<file path="config.mk">
export PLATFORM = sky130hd
export DESIGN_NAME = uart_rx_frame
export DESIGN_NICKNAME = d
export VERILOG_FILES = /design/src/rtl/uart_rx_frame.sv
export SDC_FILE = /design/constraint.sdc
export NUM_CORES = 1
export LEC_CHECK = 0
export ABC_AREA = 1
export BUFFER_PORTS_ARGS = -buffer_cell sky130_fd_sc_hd__buf_4
export CORE_ASPECT_RATIO = 1.5
export CORE_MARGIN = 2
export CORE_UTILIZATION = 25
export CTS_CLUSTER_DIAMETER = 150
export CTS_CLUSTER_SIZE = 30
export DETAILED_ROUTE_END_ITERATION = 6
export GPL_TIMING_DRIVEN = 0
export PLACE_DENSITY_LB_ADDON = 0.3
export SYNTH_ARGS = -nofsm -noshare
export SYNTH_HDL_FRONTEND = slang
export SYNTH_SLANG_ARGS = --single-unit
export TNS_END_PERCENT = 30
</file>
<file path="constraint.sdc">
create_clock -name clk -period 2.2 [get_ports clk]
set_input_delay 0.44 -clock clk [delete_from_list [all_inputs] [get_ports clk]]
set_output_delay 0.44 -clock clk [all_outputs]
set_load 0.1 [all_outputs]
</file>
<file path="src/rtl/uart_rx_frame.sv">
// uart_rx_frame: 8N1 oversampling serial receiver that assembles bytes into
// packets of BYTES bytes and tags each byte with its index in the packet.
// Ports: clk, reset (async, active-low), rx (serial line, idle high);
//        data/addr (last good byte and its index), valid/done/frameErr strobes.
module uart_rx_frame #(
  parameter int BYTES      = 8,
  parameter int OVERSAMPLE = 16,
  parameter int GAP_BITS   = 4
) (
  input  logic       clk,
  input  logic       reset,
  input  logic       rx,
  output logic [7:0] data,
  output logic [4:0] addr,
  output logic       valid,
  output logic       done,
  output logic       frameErr
);

  localparam int CW      = $clog2(OVERSAMPLE);
  localparam int GAP_LIM = GAP_BITS * OVERSAMPLE;
  localparam int IW      = $clog2(GAP_LIM + 1);

  localparam logic [CW-1:0] C_HALF = CW'(OVERSAMPLE / 2 - 1);
  localparam logic [CW-1:0] C_FULL = CW'(OVERSAMPLE - 1);
  localparam logic [IW-1:0] C_GAP  = IW'(GAP_LIM);
  localparam logic [4:0]    C_LAST = 5'(BYTES - 1);

  typedef enum logic [2:0] {
    S_IDLE,
    S_START,
    S_DATA,
    S_STOP,
    S_BREAK
  } state_t;

  state_t        r_state, w_state;
  logic [1:0]    r_sync;
  logic [CW-1:0] r_cnt, w_cnt;
  logic [2:0]    r_bit, w_bit;
  logic [7:0]    r_shift, w_shift;
  logic [4:0]    r_idx, w_idx;
  logic [IW-1:0] r_idle, w_idle;
  logic [7:0]    r_data, w_data;
  logic [4:0]    r_addr, w_addr;
  logic          r_valid, w_valid;
  logic          r_done, w_done;
  logic          r_ferr, w_ferr;
  logic          w_rxs;

  assign w_rxs = r_sync[1];

  always_ff @(posedge clk or negedge reset) begin
    if (!reset) begin
      r_state <= S_IDLE;
      r_sync  <= 2'b11;
      r_cnt   <= '0;
      r_bit   <= '0;
      r_shift <= '0;
      r_idx   <= '0;
      r_idle  <= '0;
      r_data  <= '0;
      r_addr  <= '0;
      r_valid <= 1'b0;
      r_done  <= 1'b0;
      r_ferr  <= 1'b0;
    end else begin
      r_state <= w_state;
      r_sync  <= {r_sync[0], rx};
      r_cnt   <= w_cnt;
      r_bit   <= w_bit;
      r_shift <= w_shift;
      r_idx   <= w_idx;
      r_idle  <= w_idle;
      r_data  <= w_data;
      r_addr  <= w_addr;
      r_valid <= w_valid;
      r_done  <= w_done;
      r_ferr  <= w_ferr;
    end
  end

  always_comb begin
    w_state = r_state;
    w_cnt   = '0;
    w_bit   = r_bit;
    w_shift = r_shift;
    w_idx   = r_idx;
    w_idle  = r_idle;
    w_data  = r_data;
    w_addr  = r_addr;
    w_valid = 1'b0;
    w_done  = 1'b0;
    w_ferr  = 1'b0;
    unique case (r_state)
      S_IDLE: begin
        if (!w_rxs) begin
          w_state = S_START;
          w_bit   = '0;
          w_idle  = '0;
        end else if (r_idx != 5'd0) begin
          // Idle too long mid-packet: drop the partial packet quietly.
          if (r_idle == C_GAP) begin
            w_idx = '0;
          end else begin
            w_idle = r_idle + IW'(1);
          end
        end
      end
      S_START: begin
        w_cnt = r_cnt + CW'(1);
        if (r_cnt == C_HALF) begin
          w_cnt   = '0;
          w_state = w_rxs ? S_IDLE : S_DATA;
        end
      end
      S_DATA: begin
        w_cnt = r_cnt + CW'(1);
        if (r_cnt == C_FULL) begin
          w_cnt   = '0;
          w_shift = {w_rxs, r_shift[7:1]};
          w_bit   = r_bit + 3'd1;
          if (r_bit == 3'd7) begin
            w_state = S_STOP;
          end
        end
      end
      S_STOP: begin
        w_cnt = r_cnt + CW'(1);
        if (r_cnt == C_FULL) begin
          w_cnt = '0;
          if (w_rxs) begin
            w_data  = r_shift;
            w_addr  = r_idx;
            w_valid = 1'b1;
            if (r_idx == C_LAST) begin
              w_done = 1'b1;
              w_idx  = '0;
            end else begin
              w_idx = r_idx + 5'd1;
            end
            // Back to IDLE mid stop bit so a following start is not missed.
            w_state = S_IDLE;
          end else begin
            w_ferr  = 1'b1;
            w_idx   = '0;
            w_state = S_BREAK;
          end
        end
      end
      S_BREAK: begin
        if (w_rxs) begin
          w_state = S_IDLE;
        end
      end
      default: begin
        w_state = S_IDLE;
      end
    endcase
  end

  assign data     = r_data;
  assign addr     = r_addr;
  assign valid    = r_valid;
  assign done     = r_done;
  assign frameErr = r_ferr;

endmodule

</file>
==> qor.txt <==
Status: finished, final reports clean
Synth top area share: 47.82%
Number of I/O port buffers: 18
Clock Tree Root: clkbuf_16
Share of post-route cells with drive strength above 1: 23.83%
Setup Skew: 0.007183 ns
Final net count: 307
FFs w/ async S/R, synth: 100.0%
GPL Wtd Cong: 0.7164
Routed WL: 4471 um
CTS tree: yes
Setup TNS: 0 ns
Data required time of the worst path: 2.38 ns
Tcrit/Tclk final: 71.01%
Critical path peak fanout: 7
FMAX: 0.6401 GHz
Crit. End Element: flop
R2r worst-path depth: 8
Worst R2R Setup Slack: 0.64 ns
Mapped Cells: 272
Final Hold Fails: 0
Top_reg_cell synth: dfrtp_1
Hold/Removal Path Class: input port to asynchronous set/reset pin
Pwr/cell area: 859.1 nW/um2
Total track usage: 9.376%
Most used cell, CP: nand2_1
CP bufs+invs: 3
Maxcap violations: 0
CP startpoint kind: flop
CTS Buf Count: 5
WL/cell: 10.90 um
Syn avg cell area: 8.850 um2
Clock transition at path regs: 0.07 ns
Post-synthesis sequential area ratio: 50.00%
Rel. slew slack: 59.08%
Max-slew violation count: 0
Worst path cell trace: clkbuf_2 > inv_2 > nand3_2 > nand2_1 > inv_2 > nand3_4 > nand2_1 > nand2_1
Hold buffers post-CTS: 0
VDD IR max: 0.0003999 V
Clock latency on the worst-skew pair: 0.29 ns
Drt pass-1 iters: 4
Placed cells: 402
Number of flops mapped to enable cells by yosys: 0
Vias in the first global route: 1,815
First-pass GRT wire length: 7935 um
Crit path arrival time: 1.74 ns
Top delay family on crit path: flip-flops
Vias/cell: 4.461
Initial antenna violation count: 0
Rows: 43
Net Count, Synth: 282
Initial Util: 25.86%
CTS sink count: 48
Count of cell types in the netlist: 24
Core Area: 9308 um2
Post-synth top cells: 75 x nand2_1, 46 x dfrtp_1, 31 x inv_1, 23 x nor2_1, 22 x nand3_1
Most frequent cell after synthesis: nand2_1
Remaining DRCs: 0
Top-level I/O count: 19
Main area contributors after synthesis: dfrtp_1 48%, nand2_1 12%, o21ai_2 7.6%
Non-filler cells, final: 410
Post-CTS setup buffer count: 0
CTS H-Tree Depth: 2
Leakage dissipation: 1.386 nW
Longest Clk Path Bufs: 2
Total gr overflow: 0
Synthesized flop and latch total: 48
Post-cts resize count: 0
Worst reg2reg path startpoint: r_sync[1]
Worst setup path class: flop to flop
YS warnings: 0
DIE WIDTH: 84.12 um
Largest net degree at the start of global routing: 49
CP max-delay cell: dfstp_2
Final min period: 1.562 ns
Largest area contributor in the netlist: dfrtp_1
Setup violations, final: 0
Initial DRC count: 44
Synth Cell Area: 2407 um2
Post-DP HPWL: 3212 um
Worst Tran Pin Value: 0.6137 ns
Die area: 10,450 um2
N_diodes: 0
Layout area overhead: 18.81%
Critical Path Max Stage Delay: 0.51 ns
Vias post-DR: 1,829
Post-route ant nets: 0
Final Util: 30.73%
R2r endpoint: r_idx[4]
Die height: 124.2 um
RSZ-0062 raised after global routing: false
through the flow:
step	cell area (um2)	total power (W)	hold slack, ns	setup slack (ns)
after floorplan	2407	0.001454	0.1444	0.8524
after global placement	2683	0.001573	0.3467	0.6406
after detailed placement	2683	0.001586	0.3491	0.6408
after CTS	2860	0.002510	0.1897	0.6158
after global routing	2860	0.002634	0.2135	0.4656
final	2860	0.002457	0.1582	0.6378
per-layer routing:
layer  GRT usage (%)  up-vias  routed length (um)
li1                -      920                   -
met2           17.21       20                2337
met4           5.343        0                 101
met5               0        -                   0
met1           10.04      883                1933
met3           1.723        6                  98
worst max path at each step:
stage | cells past startpoint | startpoint | slack (ns) | endpoint
floorplan | 8 | r_sync[1] | 0.85 | r_idx[0]
global placement | 8 | r_sync[1] | 0.64 | r_idx[0]
detailed placement | 8 | r_sync[1] | 0.64 | r_idx[4]
CTS | 8 | r_sync[1] | 0.62 | r_idx[4]
global route | 8 | r_sync[1] | 0.47 | r_state[1]
finish | 8 | r_sync[1] | 0.64 | r_idx[4]
kinds of logic after synthesis:
family / after synthesis / share of synthesized area [%]
AND/OR/NAND/NOR: 143 / 28.07
flip-flops: 48 / 50.00
buffers and inverters: 40 / 7.276
AO/OA/AOI/OAI: 30 / 9.511
adder cells (fa/ha/maj): 7 / 3.638
XOR/XNOR: 3 / 1.092
multiplexers: 1 / 0.4158
placed cells by master (no fill, tap or decap), types with 2 or more instances in the layout:
cell / count
nand4_1: 7
nor2_2: 3
dfstp_2: 2
xnor2_1: 2
buf_6: 3
nor2_1: 23
nand3_4: 3
nand2_1: 75
nor3b_1: 3
ha_1: 7
o21ai_2: 21
nand2_2: 3
inv_2: 4
nand3_2: 3
clkbuf_16: 5
inv_1: 31
o21ai_0: 8
buf_4: 18
nand3_1: 22
dfrtp_1: 46
final cells by class:
cell class	count	area (um2)
buffer	5	43.79
clock buffer	6	138.9
clock inverter	2	38.79
fill	982	6447
inverter	35	131.4
multi-input combinational	184	1028
sequential	48	1204
tap	112	140.1
timing repair buffer	18	135.1
report_power, final:
group / total, W / switching (W) / internal, W
clock network: 0.000897 / 0.000328 / 0.000569
registers: 0.00101 / 0.0000640 / 0.000946
logic: 0.000550 / 0.000390 / 0.000160
total: 0.00246 / 0.000782 / 0.00167
state kept, by name, indices dropped and copies added, names as in the netlist:
register and cells:
addr 5, data 8, done 1, frameErr 1, r_bit 3, r_cnt 4, r_idle 7, r_idx 5
r_shift 8, r_state 3, r_sync 2, valid 1
Note: power is estimated with default switching activity, not from simulation.
